### src/rtl/wb_stage_pkg.sv
// rtl/wb_stage_pkg.sv - shared constants, bus layouts and FSM states for the write-back stage
package wb_stage_pkg;

    // Exception vector: bit 0 is ERTN, bits above are cause flags
    localparam int EXC_ERTN_BIT = 0;

    // CSR numbers the write-back stage cares about
    localparam logic [13:0] CSR_CRMD   = 14'h000;
    localparam logic [13:0] CSR_TLBIDX = 14'h010;
    localparam logic [13:0] CSR_TLBEHI = 14'h011;
    localparam logic [13:0] CSR_ASID   = 14'h018;
    localparam logic [13:0] CSR_DMW0   = 14'h180;
    localparam logic [13:0] CSR_DMW1   = 14'h181;

    // ms_rf_collect = {ld_pend, csr_re, rf_we, waddr[4:0], wdata[31:0]}
    localparam int RF_BUS_W       = 40;
    localparam int RF_WDATA_LSB   = 0;
    localparam int RF_WADDR_LSB   = 32;
    localparam int RF_WE_BIT      = 37;
    localparam int RF_CSR_RE_BIT  = 38;
    localparam int RF_LD_PEND_BIT = 39;
    localparam int WS_RF_W        = 38;

    // ms_csr_collect = {csr_we, csr_num[13:0], csr_wmask[31:0], csr_wvalue[31:0]}
    localparam int CSR_BUS_W      = 79;
    localparam int CSR_WVALUE_LSB = 0;
    localparam int CSR_WMASK_LSB  = 32;
    localparam int CSR_NUM_LSB    = 64;
    localparam int CSR_WE_BIT     = 78;

    // TLB op field at the bottom of ms_to_ws_bus: {tlbsrch, tlbrd, tlbwr, tlbfill, invtlb}
    localparam int OP_INVTLB  = 0;
    localparam int OP_TLBFILL = 1;
    localparam int OP_TLBWR   = 2;
    localparam int OP_TLBRD   = 3;
    localparam int OP_TLBSRCH = 4;
    localparam int OP_W       = 5;

    typedef enum logic [1:0] {
        ST_IDLE     = 2'd0,
        ST_TLB_WAIT = 2'd1,
        ST_REFETCH  = 2'd2
    } wb_state_e;

    // CSRs that change translation or privilege; later fetches must be redone
    function automatic logic csr_needs_refetch(input logic [13:0] num);
        return (num == CSR_ASID) || (num == CSR_TLBEHI) || (num == CSR_CRMD) ||
               (num == CSR_DMW0) || (num == CSR_DMW1);
    endfunction

endpackage

### src/rtl/wb_tlb_seq.sv
// rtl/wb_tlb_seq.sv - TLB op commit sequencer: FSM, rand_idx counter and TLB strobes
module wb_tlb_seq
    import wb_stage_pkg::*;
#(
    parameter int TLB_IDX_W = 4
) (
    input  logic                 clk,
    input  logic                 resetn,
    input  logic                 i_ws_valid,
    input  logic                 i_except_any,
    input  logic [OP_W-1:0]      i_ops,
    input  logic                 i_s1_found,
    input  logic [TLB_IDX_W-1:0] i_s1_index,
    input  logic [TLB_IDX_W-1:0] i_tlbidx_index,
    input  logic                 i_csr_refetch,
    input  logic [31:0]          i_ws_pc,
    output logic                 o_ws_live,
    output logic                 o_wb_ex,
    output logic                 o_ws_ready_go,
    output logic                 o_refetch_flush,
    output logic [31:0]          o_refetch_pc,
    output logic                 o_tlb_we,
    output logic [TLB_IDX_W-1:0] o_tlb_w_index,
    output logic                 o_tlbsrch_we,
    output logic                 o_tlbsrch_hit,
    output logic [TLB_IDX_W-1:0] o_tlbsrch_index,
    output logic                 o_tlbrd_en,
    output logic                 o_invtlb_en
);

    wb_state_e            r_state;
    logic                 r_refetch_flush;
    logic [31:0]          r_refetch_pc;
    logic [TLB_IDX_W-1:0] r_rand_idx;

    logic w_ws_live;
    logic w_wb_ex;
    logic w_retire_ok;
    logic w_tlb_go;
    logic w_csr_go;
    logic w_srch;
    logic w_rd;
    logic w_wr;
    logic w_fill;
    logic w_inv;

    // The instruction sitting in WB while REFETCH is active was fetched on the stale path
    assign w_ws_live   = i_ws_valid & (r_state != ST_REFETCH);
    assign w_wb_ex     = w_ws_live & i_except_any;
    assign w_retire_ok = w_ws_live & ~w_wb_ex & (r_state == ST_IDLE);
    assign w_tlb_go    = w_retire_ok & (|i_ops);
    assign w_csr_go    = w_retire_ok & i_csr_refetch & ~(|i_ops);

    // Fixed priority decode so exactly one strobe fires even on a malformed vector
    assign w_srch = w_tlb_go & i_ops[OP_TLBSRCH];
    assign w_rd   = w_tlb_go & ~i_ops[OP_TLBSRCH] & i_ops[OP_TLBRD];
    assign w_wr   = w_tlb_go & ~i_ops[OP_TLBSRCH] & ~i_ops[OP_TLBRD] & i_ops[OP_TLBWR];
    assign w_fill = w_tlb_go & ~i_ops[OP_TLBSRCH] & ~i_ops[OP_TLBRD] & ~i_ops[OP_TLBWR]
                  & i_ops[OP_TLBFILL];
    assign w_inv  = w_tlb_go & ~i_ops[OP_TLBSRCH] & ~i_ops[OP_TLBRD] & ~i_ops[OP_TLBWR]
                  & ~i_ops[OP_TLBFILL] & i_ops[OP_INVTLB];

    assign o_ws_live       = w_ws_live;
    assign o_wb_ex         = w_wb_ex;
    assign o_ws_ready_go   = ~w_tlb_go;
    assign o_refetch_flush = r_refetch_flush;
    assign o_refetch_pc    = r_refetch_pc;
    assign o_tlb_we        = w_wr | w_fill;
    assign o_tlb_w_index   = w_wr ? i_tlbidx_index : r_rand_idx;
    assign o_tlbsrch_we    = w_srch;
    assign o_tlbsrch_hit   = i_s1_found;
    assign o_tlbsrch_index = i_s1_index;
    assign o_tlbrd_en      = w_rd;
    assign o_invtlb_en     = w_inv;

    // Commit sequencer: TLB op stalls one cycle, then a single-cycle refetch flush
    always_ff @(posedge clk or negedge resetn) begin
        if (!resetn) begin
            r_state         <= ST_IDLE;
            r_refetch_flush <= 1'b0;
            r_refetch_pc    <= 32'd0;
        end else begin
            r_refetch_flush <= 1'b0;
            case (r_state)
                ST_IDLE: begin
                    if (w_tlb_go) begin
                        r_state      <= ST_TLB_WAIT;
                        r_refetch_pc <= i_ws_pc + 32'd4;
                    end else if (w_csr_go) begin
                        r_state         <= ST_REFETCH;
                        r_refetch_flush <= 1'b1;
                        r_refetch_pc    <= i_ws_pc + 32'd4;
                    end
                end
                ST_TLB_WAIT: begin
                    if (w_wb_ex) begin
                        r_state <= ST_IDLE;
                    end else begin
                        r_state         <= ST_REFETCH;
                        r_refetch_flush <= 1'b1;
                    end
                end
                ST_REFETCH: r_state <= ST_IDLE;
                default:    r_state <= ST_IDLE;
            endcase
        end
    end

    // Free-running victim index for TLBFILL
    always_ff @(posedge clk or negedge resetn) begin
        if (!resetn) begin
            r_rand_idx <= '0;
        end else begin
            r_rand_idx <= r_rand_idx + 1'b1;
        end
    end

    a_tlb_op_onehot: assert property (@(posedge clk) disable iff (!resetn)
        i_ws_valid |-> $onehot0(i_ops));

endmodule

### src/rtl/wb_stage.sv
// rtl/wb_stage.sv - write-back stage top; optional debug trace ports under WB_DEBUG_TRACE_EN
module wb_stage
    import wb_stage_pkg::*;
#(
    parameter int TLB_IDX_W = 4,
    parameter int EXC_W     = 16
) (
    input  logic                              clk,
    input  logic                              resetn,
    output logic                              ws_allowin,
    input  logic                              ms_to_ws_valid,
    input  logic [31:0]                       ms_pc,
    input  logic [RF_BUS_W-1:0]               ms_rf_collect,
    input  logic [EXC_W+1+TLB_IDX_W+OP_W-1:0] ms_to_ws_bus,
    input  logic [CSR_BUS_W-1:0]              ms_csr_collect,
    output logic                              rf_we,
    output logic [4:0]                        rf_waddr,
    output logic [31:0]                       rf_wdata,
    output logic [WS_RF_W-1:0]                ws_rf_collect,
    output logic                              csr_we,
    output logic [13:0]                       csr_num,
    output logic [31:0]                       csr_wmask,
    output logic [31:0]                       csr_wvalue,
    output logic                              wb_ex,
    output logic [EXC_W-2:0]                  wb_ecode_vec,
    output logic [31:0]                       wb_pc,
    output logic                              ertn_flush,
    output logic                              except_flush,
    output logic                              refetch_flush,
    output logic [31:0]                       refetch_pc,
    output logic                              tlb_we,
    output logic [TLB_IDX_W-1:0]              tlb_w_index,
    input  logic [TLB_IDX_W-1:0]              tlbidx_index_in,
    output logic                              tlbsrch_we,
    output logic                              tlbsrch_hit,
    output logic [TLB_IDX_W-1:0]              tlbsrch_index,
    output logic                              tlbrd_en,
    output logic                              invtlb_en
`ifdef WB_DEBUG_TRACE_EN
    ,
    output logic [31:0]                       debug_wb_pc,
    output logic [3:0]                        debug_wb_rf_we,
    output logic [4:0]                        debug_wb_rf_wnum,
    output logic [31:0]                       debug_wb_rf_wdata
`endif
);

    localparam int BUS_W     = EXC_W + 1 + TLB_IDX_W + OP_W;
    localparam int IDX_LSB   = OP_W;
    localparam int FOUND_BIT = OP_W + TLB_IDX_W;
    localparam int EXC_LSB   = FOUND_BIT + 1;

    logic                 r_ws_valid;
    logic [31:0]          r_ws_pc;
    logic                 r_rf_we;
    logic [4:0]           r_rf_waddr;
    logic [31:0]          r_rf_wdata;
    logic [BUS_W-1:0]     r_bus;
    logic                 r_csr_we;
    logic [13:0]          r_csr_num;
    logic [31:0]          r_csr_wmask;
    logic [31:0]          r_csr_wvalue;

    logic [EXC_W-1:0]     w_exc;
    logic                 w_ws_live;
    logic                 w_wb_ex;
    logic                 w_ws_ready_go;
    logic                 w_refetch_flush;
    logic                 w_ertn;
    logic                 w_except_flush;
    logic                 w_rf_we;
    logic                 w_csr_refetch;
    logic                 w_unused_ok;

    // Completed loads only reach WB, and csr_re is consumed earlier in the pipe
    assign w_unused_ok = ^{ms_rf_collect[RF_LD_PEND_BIT], ms_rf_collect[RF_CSR_RE_BIT]};

    assign w_exc          = r_bus[EXC_LSB +: EXC_W];
    assign w_ertn         = w_ws_live & w_exc[EXC_ERTN_BIT] & ~w_wb_ex;
    assign w_except_flush = w_wb_ex | w_ertn | w_refetch_flush;
    assign w_rf_we        = w_ws_live & r_rf_we & ~w_wb_ex;
    assign w_csr_refetch  = r_csr_we & csr_needs_refetch(r_csr_num);

    assign ws_allowin    = ~r_ws_valid | w_ws_ready_go;
    assign rf_we         = w_rf_we;
    assign rf_waddr      = r_rf_waddr;
    assign rf_wdata      = r_rf_wdata;
    assign ws_rf_collect = {w_rf_we, r_rf_waddr, r_rf_wdata};
    assign csr_we        = w_ws_live & r_csr_we & ~w_wb_ex;
    assign csr_num       = r_csr_num;
    assign csr_wmask     = r_csr_wmask;
    assign csr_wvalue    = r_csr_wvalue;
    assign wb_ex         = w_wb_ex;
    assign wb_ecode_vec  = w_wb_ex ? w_exc[EXC_W-1:1] : '0;
    assign wb_pc         = r_ws_pc;
    assign ertn_flush    = w_ertn;
    assign except_flush  = w_except_flush;
    assign refetch_flush = w_refetch_flush;

    // WB valid bit: a flush empties the stage and blocks any capture in the same cycle
    always_ff @(posedge clk or negedge resetn) begin
        if (!resetn) begin
            r_ws_valid <= 1'b0;
        end else if (w_except_flush) begin
            r_ws_valid <= 1'b0;
        end else if (ws_allowin) begin
            r_ws_valid <= ms_to_ws_valid;
        end
    end

    // WB payload registers, loaded on every accepted handoff from MEM
    always_ff @(posedge clk or negedge resetn) begin
        if (!resetn) begin
            r_ws_pc      <= 32'd0;
            r_rf_we      <= 1'b0;
            r_rf_waddr   <= 5'd0;
            r_rf_wdata   <= 32'd0;
            r_bus        <= '0;
            r_csr_we     <= 1'b0;
            r_csr_num    <= 14'd0;
            r_csr_wmask  <= 32'd0;
            r_csr_wvalue <= 32'd0;
        end else if (ms_to_ws_valid && ws_allowin) begin
            r_ws_pc      <= ms_pc;
            r_rf_we      <= ms_rf_collect[RF_WE_BIT];
            r_rf_waddr   <= ms_rf_collect[RF_WADDR_LSB +: 5];
            r_rf_wdata   <= ms_rf_collect[RF_WDATA_LSB +: 32];
            r_bus        <= ms_to_ws_bus;
            r_csr_we     <= ms_csr_collect[CSR_WE_BIT];
            r_csr_num    <= ms_csr_collect[CSR_NUM_LSB +: 14];
            r_csr_wmask  <= ms_csr_collect[CSR_WMASK_LSB +: 32];
            r_csr_wvalue <= ms_csr_collect[CSR_WVALUE_LSB +: 32];
        end
    end

    wb_tlb_seq #(
        .TLB_IDX_W (TLB_IDX_W)
    ) u_tlb_seq (
        .clk             (clk),
        .resetn          (resetn),
        .i_ws_valid      (r_ws_valid),
        .i_except_any    (|w_exc[EXC_W-1:1]),
        .i_ops           (r_bus[OP_W-1:0]),
        .i_s1_found      (r_bus[FOUND_BIT]),
        .i_s1_index      (r_bus[IDX_LSB +: TLB_IDX_W]),
        .i_tlbidx_index  (tlbidx_index_in),
        .i_csr_refetch   (w_csr_refetch),
        .i_ws_pc         (r_ws_pc),
        .o_ws_live       (w_ws_live),
        .o_wb_ex         (w_wb_ex),
        .o_ws_ready_go   (w_ws_ready_go),
        .o_refetch_flush (w_refetch_flush),
        .o_refetch_pc    (refetch_pc),
        .o_tlb_we        (tlb_we),
        .o_tlb_w_index   (tlb_w_index),
        .o_tlbsrch_we    (tlbsrch_we),
        .o_tlbsrch_hit   (tlbsrch_hit),
        .o_tlbsrch_index (tlbsrch_index),
        .o_tlbrd_en      (tlbrd_en),
        .o_invtlb_en     (invtlb_en)
    );

`ifdef WB_DEBUG_TRACE_EN
    // Retirement trace for difftest; all sources are reset registers, so zero under reset
    assign debug_wb_pc       = r_ws_pc;
    assign debug_wb_rf_we    = {4{w_rf_we}};
    assign debug_wb_rf_wnum  = r_rf_waddr;
    assign debug_wb_rf_wdata = r_rf_wdata;
`endif

endmodule
### config.mk
export PLATFORM = sky130hd
export DESIGN_NAME = wb_stage
export DESIGN_NICKNAME = d
export VERILOG_FILES = /design/src/rtl/wb_stage_pkg.sv /design/src/rtl/wb_tlb_seq.sv /design/src/rtl/wb_stage.sv
export SDC_FILE = /design/constraint.sdc
export NUM_CORES = 1
export LEC_CHECK = 0
export BUFFER_PORTS_ARGS = -buffer_cell sky130_fd_sc_hd__buf_4
export CORE_UTILIZATION = 33
export DETAILED_ROUTE_END_ITERATION = 16
export PLACE_DENSITY = 0.62
export SLEW_MARGIN = 40
export SYNTH_ARGS = -nofsm -noshare
export SYNTH_HDL_FRONTEND = slang
export SYNTH_SLANG_ARGS = --single-unit
### constraint.sdc
create_clock -name clk -period 6.3 [get_ports clk]
set_input_delay 1.26 -clock clk [delete_from_list [all_inputs] [get_ports clk]]
set_output_delay 1.26 -clock clk [all_outputs]
set_load 0.005 [all_outputs]
==> impl_results.md, run 1 <==
- Share of post-route cells with drive strength above 1: 0.511
- CP Class: reg -> out
- Die width: 169 um
- Final Critical Period: 4.19 ns
- Combinational group share of total power: 0.149
- Async S/R FF share, synth: 1.00
- Vias in the first global route: 6729
- Hold Path Stages: 1
- Hold endpoint: u_tlb_seq.r_rand_idx[3]$_DFF_PN0_
- Synth area leaders: dfrtp_1 58%, mux2_1 18%, mux2_2 7.3%
- Design Area, Final: 13300 um2
- Tot Pwr: 3420 uW
- Core ar.: roughly 27000 um2
- Filler cells: ~2.5k
- Sw power: 840 uW
- RePlAce Congestion: between 0.7 and 0.8
- RSZ-0062 raised after global routing: false
- Starting Density: 0.340
- FP Rows: 60
- Port Buffers: between 400 and 500
- Hold_buf cts: 0
- Dpl ws: 2.52 ns
- Initial antenna violation count: 0
- CP max FO: 14
- Die area: 28700 um2
- Commonest non-fill, non-tap cell in the layout: buf_4
- Flop-to-flop setup slack: 3.06 ns
- Largest stage delay, worst path: 0.52 ns
- Status: finished, final reports clean
- Critical path arrival: 2.93 ns
- Antenna Nets Post-Route: 0
- RR Endpoint: csr_wvalue[6]$_DFFE_PN0P_
- Pwr dens: 258 nW/um2
- Number of remaining DRC errors: 0
- Post-synthesis register bit count: 215
- Nets@finish: 1226
- Final Max Slew Viols: 0
- Worst-Skew Late Latency: ~0.5 ns
- Final worst slack: approximately 2.1 ns
- CTS H-tree depth: 1
- Synthesized area: 9260 um2
- Area grow syn2layout: 43.4%
- Syn_nets: 827
- Setup_tns: 0 ns
- Worst Max-Slew Pin Slew: 0.719 ns
- Clock power frac: 0.384
- Pint: 2580 uW
- Worst path required time: 5.04 ns
- Final HPWL DP: 18.4 mm
- Critical-path cell list: nor4_1 > nand4_1 > or2_1 > nor4_1 > buf_4
- Top_reg_cell synth: dfrtp_1
- ANT cells: 0
- Leading area contributor after synthesis: dfrtp_1
- Initial DRC count: 233
- Worst-path clk slew: 0.06 ns
- Flop pwr share: 0.467
- # setup viols final: 0
- Reg2Reg Depth: 6
- Mapped Cells: about 640
- HP Class: reg -> reg
- Most frequent cells in the layout: 435 x buf_4, 215 x dfrtp_1, 150 x mux2_1, 60 x mux2_2, 25 x clkbuf_16
- Max_cap viols: 0
- First-pass GRT wire length: 37.8 mm
- Routed vias/inst: 4.60
- First drt pass iteration count: 4
- # IOs: about 440
- Post-CTS sizing: 0
- Die H: 169 um
- Clk_skew: approximately 0.0075 ns
- Crit. End Element: primary output
- CTS tree: built
- Cell mode on critical path: nor4_1
- Wirelength per Cell: between 15 and 20 um
- Slew HR: 0.520
- Critical-path top delay cell: nand4_1
- Post-CTS setup buffer count: 0
- Reg-to-reg critical path startpoint: r_bus[22]$_DFFE_PN0P_
- CTS Sinks: between 200 and 250
- Synth top area share: 0.581
- Num CTS Buffers: 25
- Largest net degree at the start of global routing: roughly 120
- Yosys cell types: 38
- GRT Util Overall: 0.168
- Deepest clock path buffer count: 3
- Vias: between 6k and 7k
- Sequential-to-total area share from yosys stat: 0.581
- Pleak: 0.00642 uW
- IR drop worst, VDD: 0.231 mV
- Final Hold Viols: 0
- Final period util: 0.666
- GRT Residual Overflow: 0
- Final wirelength: 24.7 mm
- F_max: 0.238 GHz
- Clock tree root buffer cell: clkbuf_16
- Synthesized area per cell: around 14 um2
- Post-place instance area: 12500 um2
- Finished Core Util: 0.487
- Critical Path Start Type: flip-flop
- Synthesis Warnings: 0
- Hold wc startpoint: u_tlb_seq.r_rand_idx[3]$_DFF_PN0_
- Net Sw Frac: 0.246
- EDFF count, synth: 0
-- cells in the mapped netlist, types with 2 or more instances --
library cell and n:
a221oi_1 2, and2_1 11, and3_1 15, and3b_1 2, and4_1 2, buf_1 3
buf_2 3, buf_4 42, buf_6 16, clkbuf_1 3, dfrtp_1 215, ha_1 2
inv_1 6, mux2_1 150, mux2_2 60, nand2_1 13, nand2b_1 2, nand3_1 15
nand4_1 9, nor2_1 11, nor3_1 3, nor3b_1 2, nor4_1 10, o21ai_0 2
xnor2_1 22, xor2_1 8
-- how the worst max path moves through the flow --
| stage | slack (ns) | cells past startpoint | endpoint | from |
|---|---|---|---|---|
| 6_report | 2.11 | 5 | invtlb_en | r_bus[22]$_DFFE_PN0P_ |
| 5_1_grt | 1.82 | 5 | tlb_we | r_bus[22]$_DFFE_PN0P_ |
| 4_1_cts | 1.95 | 5 | invtlb_en | r_bus[22]$_DFFE_PN0P_ |
| 3_5_place_dp | 2.52 | 5 | invtlb_en | r_bus[22]$_DFFE_PN0P_ |
| 3_3_place_gp | 2.51 | 5 | invtlb_en | r_bus[22]$_DFFE_PN0P_ |
| 2_1_floorplan | 3.49 | 5 | invtlb_en | r_bus[16]$_DFFE_PN0P_ |
-- through the flow --
stage	hold WS, ns	instances
after floorplan	0.437	641
after detailed placement	0.478	1385
final	0.485	1427
after global placement	0.469	1384
after global routing	0.507	1427
after CTS	0.489	1427
-- kinds of logic after synthesis --
family / share of synthesized area
XOR/XNOR: 0.0284
buffers and inverters: 0.0616
multiplexers: 0.257
AO/OA/AOI/OAI: 0.00919
flip-flops: 0.581
AND/OR/NAND/NOR: 0.0604
adder cells (fa/ha/maj): 0.00270
-- power groups by stage --
stage	logic, uW	registers, uW	clock network, uW
after floorplan	201	1600	0
after global placement	515	1620	0
after detailed placement	522	1620	0
after CTS	524	1600	1360
after global routing	559	1610	1410
final	511	1600	1310
-- worst max-delay path, delay by kind of cell, from the launching register on --
family,cells,cell delay [ns]
DFF,1,0.39
and+or+nand+nor,4,1.85
buffers and inverters,1,0.18
-- metal layers --
metal | global-route usage | share of wire | routed length (um)
met1 | 0.194 | 0.39 | 9530
met2 | 0.292 | 0.49 | 12200
met3 | 0.0602 | 0.097 | 2410
met4 | 0.0435 | 0.023 | 572
met5 | 0 | 0 | 0
-- flip-flops by register name, summed over array words and instances, names as in the netlist --
signal and cells:
csr_wmask 32, csr_wvalue 32, rf_wdata 32, u_tlb_seq.o_refetch_pc 32, wb_pc 32, r_bus 26, csr_num 14, rf_waddr 5
u_tlb_seq.r_rand_idx 4, u_tlb_seq.r_state 2, r_csr_we 1, r_rf_we 1, r_ws_valid 1, u_tlb_seq.o_refetch_flush 1
-- cell type report --
cell class | count | area, um2 | area share
inverters | 6 | 22.5 | 0.00170
multi-input cells | 352 | 3320 | 0.250
well taps | 372 | 465 | 0.0351
clock inverters | 8 | 42.5 | 0.00320
flip-flops and latches | 215 | 5380 | 0.405
repair buffers | 440 | 3360 | 0.253
clock buffers | 34 | 689 | 0.0519
Note: power is estimated with default switching activity, not from simulation.
==> run 2: changes to the inputs <==
clock period = 3.9 ns   (was 6.3 ns; I/O delays follow)
==> impl_results.md, run 2 (same netlist as run 1, synthesis figures left out) <==
- Crit. End Element: primary output (unchanged)
- FP Rows: 60 (unchanged)
- Core ar.: 27300 um2 (unchanged)
- Setup_tns: 0 ns (unchanged)
- Critical-path cell list: nor4_1 > nand4_1 > buf_4 > or2_1 > nor4_1 > buf_4 (was nor4_1 > nand4_1 > or2_1 > nor4_1 > buf_4)
- Final Hold Viols: 0 (unchanged)
- F_max: 0.289 GHz
- CTS H-tree depth: 1 (unchanged)
- Num CTS Buffers: 25 (unchanged)
- Final Critical Period: 3.46 ns
- Worst path required time: 3.12 ns (was 5.04 ns)
- Nets@finish: 1230 (was 1226)
- Clk_skew: 0.0154 ns (was 0.00753 ns)
- Hold_buf cts: 0 (unchanged)
- Post-CTS setup buffer count: 0 (unchanged)
- Final HPWL DP: 18.5 mm (was 18.4 mm)
- HP Class: in -> async (was reg -> reg)
- First-pass GRT wire length: 38.2 mm (was 37.8 mm)
- RePlAce Congestion: 0.767 (was 0.754)
- Antenna Nets Post-Route: 0 (unchanged)
- GRT Residual Overflow: 0 (unchanged)
- CP max FO: 14 (unchanged)
- Max_cap viols: 0 (unchanged)
- Share of post-route cells with drive strength above 1: 0.513 (was 0.511)
- IR drop worst, VDD: 0.304 mV (was 0.231 mV)
- Wirelength per Cell: 17.5 um (was 17.3 um)
- Worst Max-Slew Pin Slew: 0.600 ns (was 0.719 ns)
- Area grow syn2layout: 44.7% (was 43.4%)
- Critical Path Start Type: flip-flop (unchanged)
- CP delay by family, top: simple AND/OR/NAND/NOR gates (unchanged)
- Vias: 6610 (was 6566)
- Combinational group share of total power: 0.146 (was 0.149)
- # IOs: 436 (unchanged)
- Critical path arrival: 2.68 ns (was 2.93 ns)
- Die width: 169 um (unchanged)
- Post-CTS sizing: 0 (unchanged)
- Flop pwr share: 0.452 (was 0.467)
- Die H: 169 um (unchanged)
- Starting Density: 0.340 (unchanged)
- GRT Util Overall: 0.170 (was 0.168)
- Number of remaining DRC errors: 0 (unchanged)
- Slew HR: 0.598 (was 0.520)
- Commonest non-fill, non-tap cell in the layout: buf_4 (unchanged)
- Final period util: 0.887
- Final wirelength: 25.1 mm (was 24.7 mm)
- Critical-path top delay cell: nor4_1 (was nand4_1)
- Clock power frac: 0.403 (was 0.384)
- Worst-path clk slew: 0.06 ns (about the same)
- Final Max Slew Viols: 0 (unchanged)
- Dpl ws: 0.852 ns (was 2.52 ns)
- Reg2Reg Depth: 7 (was 6)
- Deepest clock path buffer count: 3 (unchanged)
- Sw power: 1360 uW (was 840 uW)
- Levels on crit path: 6 (was 5)
- Pleak: 0.00648 uW (was 0.00642 uW)
- Net Sw Frac: 0.238 (was 0.246)
- Pint: 4350 uW (was 2580 uW)
- Pwr dens: 426 nW/um2 (was 258 nW/um2)
- Final worst slack: 0.443 ns (was 2.11 ns)
- Clock tree root buffer cell: clkbuf_16 (unchanged)
- Initial DRC count: 232 (was 233)
- Port Buffers: 433 (unchanged)
- Most frequent cells in the layout: 439 x buf_4, 215 x dfrtp_1, 150 x mux2_1, 60 x mux2_2, 25 x clkbuf_16 (was 435 x buf_4, 215 x dfrtp_1, 150 x mux2_1, 60 x mux2_2, 25 x clkbuf_16)
- Routed vias/inst: 4.61 (was 4.60)
- RSZ-0062 raised after global routing: false (unchanged)
- Vias in the first global route: 6765 (was 6729)
- Largest net degree at the start of global routing: 101 (was 116)
- ANT cells: 0 (unchanged)
- Crit path buffers/inverters: 2 (was 1)
- # setup viols final: 0 (unchanged)
- Largest stage delay, worst path: 0.50 ns (was 0.52 ns)
- Worst-Skew Late Latency: 0.52 ns (was 0.51 ns)
- Initial antenna violation count: 0 (unchanged)
- Die area: 28700 um2 (unchanged)
- First drt pass iteration count: 4 (unchanged)
- CTS tree: built (unchanged)
- CP Class: reg -> out (unchanged)
- Status: finished, final reports clean (unchanged)
- CTS Sinks: 215 (unchanged)
run 2: power by group through the flow:
stage	registers [uW]	clock network [uW]	logic, uW
after floorplan	2590	0	324
after global placement	2610	0	837
after detailed placement	2620	0	847
after CTS	2580	2390	849
after global routing	2610	2460	908
final	2580	2300	830
run 2: final timing paths:
path | start | end | slack (ns)
hold reg to reg | u_tlb_seq.r_rand_idx[3]$_DFF_PN0_ | u_tlb_seq.r_rand_idx[3]$_DFF_PN0_ | 0.48
setup / recovery | r_bus[22]$_DFFE_PN0P_ | invtlb_en | 0.44
hold / removal | resetn | u_tlb_seq.o_refetch_pc[25]$_DFFE_PN0P_ | 0.16
setup reg to reg | r_bus[22]$_DFFE_PN0P_ | csr_wvalue[25]$_DFFE_PN0P_ | 1.00
min in group clk | ms_csr_collect[56] | csr_wmask[24]$_DFFE_PN0P_ | 0.47
max in group asynchronous | resetn | r_bus[21]$_DFFE_PN0P_ | 2.73
run 2: per-stage QoR:
stage          cells  instance area [um2]  total power (uW)  utilization  hold WS (ns)
6_report        1433                13400              5700        0.491         0.156
4_1_cts         1432                13400              5820        0.490         0.328
3_3_place_gp    1388                12500              3450        0.460         0.466
2_1_floorplan    641                 9260              2920            -         0.437
3_5_place_dp    1388                12600              3460        0.461         0.465
5_1_grt         1433                13400              5980        0.491         0.151
run 2: area by class of cell:
type | count | area, um2
fillers | 2499 | 13900
flip-flops and latches | 215 | 5380
repair buffers | 444 | 3400
multi-input cells | 352 | 3320
clock buffers | 37 | 721
well taps | 372 | 465
clock inverters | 7 | 88.8
inverters | 6 | 22.5
run 2: routing by layer:
| metal | global-route usage | share of wire | wire, um | vias to the layer above |
|---|---|---|---|---|
| met3 | 0.0571 | 0.097 | 2450 | 37 |
| met5 | 0 | 0 | 0 | - |
| li1 | - | - | - | 3029 |
| met4 | 0.0505 | 0.027 | 670 | 0 |
| met1 | 0.197 | 0.38 | 9520 | 3243 |
| met2 | 0.298 | 0.50 | 12500 | 301 |
